===== config.mk =====
export PLATFORM = sky130hd
export DESIGN_NAME = vector_wb_collector
export DESIGN_NICKNAME = d
export VERILOG_FILES = /design/src/rtl/vector_wb_collector.sv
export SDC_FILE = /design/constraint.sdc
export NUM_CORES = 1
export LEC_CHECK = 0
export ABC_AREA = 1
export BUFFER_PORTS_ARGS = -buffer_cell sky130_fd_sc_hd__buf_2
export CORE_ASPECT_RATIO = 1.2
export CORE_MARGIN = 3
export CORE_UTILIZATION = 48
export CTS_CLUSTER_DIAMETER = 80
export CTS_CLUSTER_SIZE = 14
export DETAILED_ROUTE_END_ITERATION = 10
export MAX_ROUTING_LAYER = met4
export PLACE_DENSITY = 0.79
export SYNTH_ARGS = -nofsm -noshare
export SYNTH_HDL_FRONTEND = slang
export SYNTH_SLANG_ARGS = --single-unit

===== constraint.sdc =====
create_clock -name clk -period 3.5 [get_ports clk]
set_input_delay 0.7 -clock clk [delete_from_list [all_inputs] [get_ports clk]]
set_output_delay 0.7 -clock clk [all_outputs]
set_load 0.02 [all_outputs]

===== src/rtl/vector_wb_collector.sv =====
// ---------------------------------------------------------------------------
// vector_wb_collector
//   Gathers a stream of SEW-bit element results, one per valid/ready
//   handshake, into a VL*SEW vector and issues a single-cycle write to the
//   vector register file once all VL lanes are in.
//
// Optional feature macro: VMASK_EN
//   When defined, per-lane masking is enabled. Masked-off lanes keep the old
//   contents of vd (taken from old_data), but each one still consumes one
//   element handshake.
//
// Ports
//   clk, rst     clock, synchronous active-high reset
//   start        begin a collection (only honoured in IDLE)
//   vd_in        destination register index, latched on accepted start
//   elem_valid   producer has an element
//   elem_data    element value (SEW bits)
//   elem_ready   collector takes an element this cycle (COLLECT only)
//   vmask        per-lane write enable, latched on start   (VMASK_EN)
//   old_data     current vd contents, lane-aligned          (VMASK_EN)
//   busy         collection or write in progress
//   write, is_v  one-cycle register-file write strobe and qualifier
//   vd_addr      latched destination index
//   data         assembled vector; lane i at data[i*SEW +: SEW]
// ---------------------------------------------------------------------------

// One lane of the assembly buffer.
module vector_wb_lane #(
   parameter int SEW = 32
) (
   input  logic           clk,
   input  logic           rst,
   input  logic           clr,
   input  logic           we,
   input  logic [SEW-1:0] d,
   output logic [SEW-1:0] q
);
   always_ff @(posedge clk) begin
      if (rst || clr) q <= '0;
      else if (we)    q <= d;
   end
endmodule

module vector_wb_collector #(
   parameter int VL  = 8,
   parameter int SEW = 32
) (
   input  logic              clk,
   input  logic              rst,
   input  logic              start,
   input  logic [4:0]        vd_in,
   input  logic              elem_valid,
   input  logic [SEW-1:0]    elem_data,
`ifdef VMASK_EN
   input  logic [VL-1:0]     vmask,
   input  logic [VL*SEW-1:0] old_data,
`endif
   output logic              elem_ready,
   output logic              busy,
   output logic              write,
   output logic              is_v,
   output logic [4:0]        vd_addr,
   output logic [VL*SEW-1:0] data
);
   localparam int IW = (VL > 1) ? $clog2(VL) : 1;

   typedef enum logic [1:0] {
      S_IDLE    = 2'd0,
      S_COLLECT = 2'd1,
      S_WRITE   = 2'd2
   } state_t;

   state_t                    state_q, state_d;
   logic   [IW-1:0]           idx_q;
   logic                      start_acc;
   logic                      accept;
   logic                      last_lane;
   logic   [VL-1:0][SEW-1:0]  lane_q;
`ifdef VMASK_EN
   logic   [VL-1:0]           vmask_q;
`endif

   assign last_lane = (idx_q == IW'(VL-1));

   // Next state and outputs. All outputs decode the state register only,
   // so elem_ready never depends on elem_valid and write has no input path.
   always_comb begin
      state_d    = state_q;
      elem_ready = 1'b0;
      busy       = 1'b0;
      write      = 1'b0;
      start_acc  = 1'b0;
      accept     = 1'b0;
      case (state_q)
         S_IDLE: begin
            if (start) begin
               start_acc = 1'b1;
               state_d   = S_COLLECT;
            end
         end
         S_COLLECT: begin
            elem_ready = 1'b1;
            busy       = 1'b1;
            if (elem_valid) begin
               accept = 1'b1;
               if (last_lane) state_d = S_WRITE;
            end
         end
         S_WRITE: begin
            write   = 1'b1;
            busy    = 1'b1;
            state_d = S_IDLE;
         end
         default: state_d = S_IDLE;
      endcase
   end

   assign is_v = write;

   always_ff @(posedge clk) begin
      if (rst) begin
         state_q <= S_IDLE;
         idx_q   <= '0;
         vd_addr <= '0;
`ifdef VMASK_EN
         vmask_q <= '0;
`endif
      end else begin
         state_q <= state_d;
         if (start_acc) begin
            idx_q   <= '0;
            vd_addr <= vd_in;
`ifdef VMASK_EN
            vmask_q <= vmask;
`endif
         end else if (accept && !last_lane) begin
            // Holding at VL-1 on the last lane keeps idx from wrapping.
            idx_q <= idx_q + 1'b1;
         end
      end
   end

   // Lane buffer: the lane selected by idx captures on each handshake.
   for (genvar g = 0; g < VL; g++) begin : g_lane
      logic           we;
      logic           clr;
      logic [SEW-1:0] d;

      assign we = accept && (idx_q == IW'(g));
`ifdef VMASK_EN
      // Mask-undisturbed: masked lanes reload the old register contents,
      // so the buffer needs no clear on start.
      assign clr = 1'b0;
      assign d   = vmask_q[g] ? elem_data : old_data[g*SEW +: SEW];
`else
      assign clr = start_acc;
      assign d   = elem_data;
`endif

      vector_wb_lane #(.SEW(SEW)) u_lane (
         .clk (clk),
         .rst (rst),
         .clr (clr),
         .we  (we),
         .d   (d),
         .q   (lane_q[g])
      );
   end

   assign data = lane_q;

endmodule


# --- After elaboration in Yosys (flattened, before gate mapping) ---
# Cells that the tools add are included.
totals:
  reg_bits: 266
  in_bits: 41
  out_inout_bits: 265
classes:
  n_addsub: 1
  n_eq_ne: 12
  muxes: 11
  n_reduce_logical: 16
ops:
  columns: ["cell", "count"]
  rows:
  - ["equality test 3 bit, second input constant", 4]
  - ["logical AND 1 bit", 9]
  - ["2-to-1 mux 1 bit", 7]
  - ["equality test 3 x 2 -> 1 bit, second input constant", 2]
  - ["2-to-1 mux 2 bit", 3]
  - ["!= test 2 bit, second input constant", 3]
  - ["case mux 2 bit (2 select lines)", 1]
  - ["OR reduction 2 bit", 2]
  - ["adder 3 x 1 -> 3 bit, second input constant", 1]
  - ["equality test 3 x 1 -> 1 bit, second input constant", 1]
  - ["logical NOT 3 bit", 1]
  - ["AND reduction 3 bit", 1]
  - ["equality test 2 x 1 -> 1 bit, second input constant", 1]
  - ["equality test 2 bit, second input constant", 1]
  - ["logical NOT 2 bit", 1]
  - ["logical NOT 1 bit", 1]
  - ["logical OR 1 bit", 1]

# --- Longest topological paths before layout ---
depth:
  word_depth: 4
  ltp_mapped: 9
  ltp_nobuf: 8

# --- Hierarchy ---
# A second synthesis with hierarchy kept.
hier_totals:
  hier_cells: 1709
  hier_area_um2: 11458.5
modules_own_cells:
  columns: ["mod", "n_inst", "cells_per_inst", "area_each_um2", "seq_area_each_um2"]
  rows:
  - ["vector_wb_lane", 8, 203, 1353.8, 640.6]
  - ["vector_wb_collector", 1, 85, 628.1, 200.2]

# --- Worst setup path after synthesis ---
# Ideal clock, no wire load.
synth_timing:
  kind: "reg-to-output"
  from: "register state_q[0]"
  to: "output write"
  arrival_time_ns: 0.879
  path_slack_ns: 1.921
  stages_incl_launch_ff: 4
  path_buffers: 1
  cell_sequence: "dfxtp_1 inv_1 ha_1 buf_4"
synth_via:
  elab_chain_len: 2
synth_lines:
  columns: ["element", "line", "rtl"]
  rows:
  - ["start: declaration", "73", "state_t state_q, state_d;"]
  - ["start signal: assignment", "129", "state_q <= state_d;"]
  - ["equality test 2 bit", "94", "case (state_q)"]
  - ["2-to-1 mux 1 bit", "94", null]
  - ["end: declaration", "60", "output logic write,"]
# Every way passes these cells.

# --- Worst setup path after layout ---
layout_timing:
  from: "register state_q[0]"
  to: "register g_lane[3].u_lane.q[2]"
layout_via:
  elab_chain_len: 3
  elab_cells_between_ends: 6
  cone_classes: "eq/ne: 1; mux: 2; reduce/logical: 3"
layout_lines:
  columns: ["element", "line", "rtl"]
  rows:
  - ["equality test 2 x 1 -> 1 bit or logical NOT 2 bit (tied branches)", "94", null]
  - ["2-to-1 mux 1 bit", "94", null]
  - ["logical AND 1 bit or logical OR 1 bit (tied branches)", "149, 39", null]
  - ["end signal: assignment", "39", "if (rst || clr) q <= '0;"]
  - ["end signal: assignment", "40", "else if (we) q <= d;"]
  - ["end: declaration", "36", "output logic [SEW-1:0] q"]
# Several ways; a longest one is shown, not always the timed one.
# A chain may end at the register's enable or synchronous reset.

==> impl_results.md <==
* Clock sinks at 266
* Initial core utilization at 0.493
* Setup crit end kind: flip-flop
* Largest net degree at the start of global routing at 221
* Slew at the pin with the worst max-slew slack at 0.937 ns
* CTS resizes at 0
* DRT Pass-1 Iters at 5
* Post-synthesis instance total at 1161
* Syn Nets at 1213
* Reg2Reg Depth at 8
* Setup bufs post-CTS at 0
* Fillers at 1691
* Post-route ant nets at 0
* Global-route wire length before repair at 45600 µm
* VDD IR max at 0.000326 V
* Die X-Extent at 134 µm
* Number of max-cap violations at 0
* Top fanout value on the critical path at 220
* WL final at 28900 µm
* Net Switching at 0.00182 W
* Clock power frac at 0.341
* CTS tree: built
* Final #Nets at 1475
* CTS buffer count at 22
* Slew Limit Fails at 0
* # DRC at 0
* Hold Path Class: in2reg
* Final Skew at 0.00601 ns
* Final worst-path cycle share at 0.649
* Leading cell type in the layout, fill and taps excluded: nor2_1
* Max Root-Sink Buffers at 3
* Row count at 55
* Comb pwr share at 0.158
* Initial antenna violation count at 0
* RSZ-0062 raised after global routing: false
* Synth top area share at 0.568
* Die area at 21200 µm²
* Via count at 8711
* Post-layout utilization of the core at 0.605
* Post-synth top area cell: dfxtp_1
* Most frequent cells in the layout: nor2_1, buf_2, dfxtp_1
* Kind of critical path: reg2reg
* Seq/Total Area, Yosys at 0.568
* Routability congestion estimate at 0.851
* Final hold vios at 0
* Wirelength per Cell at 17.2 µm
* Yosys reg bits at 266
* Worst EP required at 3.92 ns
* # diodes at 0
* Synth unique cells at 17
* Startpoint Class: flip-flop
* Core Area at 19000 µm²
* Setup TNS at 0 ns
* # setup viols final at 0
* Die Span Y at 159 µm
* Fmax at 440 MHz
* Int Pwr at 0.00456 W
* Pleak at 6.00 nW
* Overflow after GRT at 0
* Top-level I/O count at 306
* PortBufs at 305
* Outcome: finished clean
* Cts hold-fix bufs at 0
* Fraction of layout cells with a size suffix above 1 at 0.250
* Initial drt markers at 656
* Clock latency on the worst-skew pair at 0.50 ns
* Syn Area/Cell at 8.07 µm²
* Crit path time final at 2.27 ns
* P per Cell Area at 556 nW/µm²
* GRT Total Usage at 0.271
* Htree depth at 1
* Rel. slew slack at 0.376
* P&R area growth vs syn at 22.6%
* Synth Warn # at 0
* Worst hold margin at 0.458 ns
* Root buffer cell: clkbuf_16
* Place WS at 1.27 ns
* Clock transition at path regs at 0.06 ns
* Via-to-Cell Ratio at 5.19
* Post-route setup slack at 1.23 ns
* Sw frac at 0.286
* Placed wire-length estimate at 18800 µm
* Flop pwr share at 0.501
* Vias in the first global route at 8466
* Synthesized area at 9370 µm²
* Synth top area cells: dfxtp_1, nor2_1, o21ai_0, buf_2, o21ai_1
* Arrival time at the worst endpoint at 2.69 ns
* Hold Path Depth at 3
per-stage QoR:
| stage | instance area [µm²] | cells | total power, W |
|---|---|---|---|
| floorplan | 9370 | 1161 | 0.00397 |
| global placement | 10900 | 1655 | 0.00426 |
| detailed placement | 10900 | 1655 | 0.00427 |
| CTS | 11500 | 1678 | 0.00643 |
| global route | 11500 | 1678 | 0.00664 |
| finish | 11500 | 1678 | 0.00639 |
power groups by stage:
stage          Clock, W  Sequential, W  Combinational, W
2_1_floorplan         0        0.00338          0.000597
3_3_place_gp          0        0.00326          0.000997
3_5_place_dp          0        0.00326           0.00101
4_1_cts         0.00222        0.00320           0.00101
5_1_grt         0.00232        0.00321           0.00112
6_report        0.00218        0.00320           0.00101
synth_stat cells:
cell and n:
nor2_1 403, dfxtp_1 266, ha_1 11, inv_1 43, buf_4 3, o21ai_1 67
a21oi_1 65, clkbuf_1 4, buf_2 68, inv_2 7, nand2_1 13, nor2_4 9
nand2_4 1, o21ai_0 197, nand3_1 1, nand2_2 1, clkbuf_2 2
state kept, by name, indices dropped and copies added, names as in the netlist:
signal           count
g_lane.u_lane.q    256
idx_q                3
state_q              2
vd_addr              5
routing by layer:
metal / part of all wire / global-route usage / wire [µm] / vias up
met5: 0 / - / 0 / -
met2: 0.49 / 0.448 / 14000 / 355
li1: - / - / - / 4242
met1: 0.40 / 0.330 / 11700 / 4051
met4: 0.041 / 0.104 / 1170 / 0
met3: 0.069 / 0.0471 / 2000 / 63
critical path: stages (launching register included):
cell and delay, ns:
dfxtp_1 0.36, inv_1 0.10, ha_1 0.23, nand2_2 0.11, inv_2 0.08, nor2_4 0.12, buf_12 0.43, o21ai_0 0.26
a21oi_1 0.19
final timing paths:
check                               from                     end  slack [ns]
setup / recovery              state_q[0]   g_lane[3].u_lane.q[2]        1.23
hold / removal                  vd_in[3]              vd_addr[3]        0.46
setup reg to reg              state_q[0]   g_lane[3].u_lane.q[2]        1.23
hold reg to reg   g_lane[2].u_lane.q[11]  g_lane[2].u_lane.q[11]        0.49
logic make-up after synthesis:
group / count (synthesis) / share of synthesized area
and+or+nand+nor: 428 / 0.180
AOI/OAI and AO/OA: 329 / 0.176
DFF: 266 / 0.568
buffers and inverters: 127 / 0.0614
adders and majority gates: 11 / 0.0147
area by class of cell:
cell class	instances	area (µm²)	share of cell area
clock buffer	23	576	0.0501
inverter	50	188	0.0163
multi-input combinational	768	3470	0.302
sequential	266	5330	0.463
tap	256	320	0.0279
timing repair buffer	315	1610	0.140
Note: power is estimated with default switching activity, not from simulation.
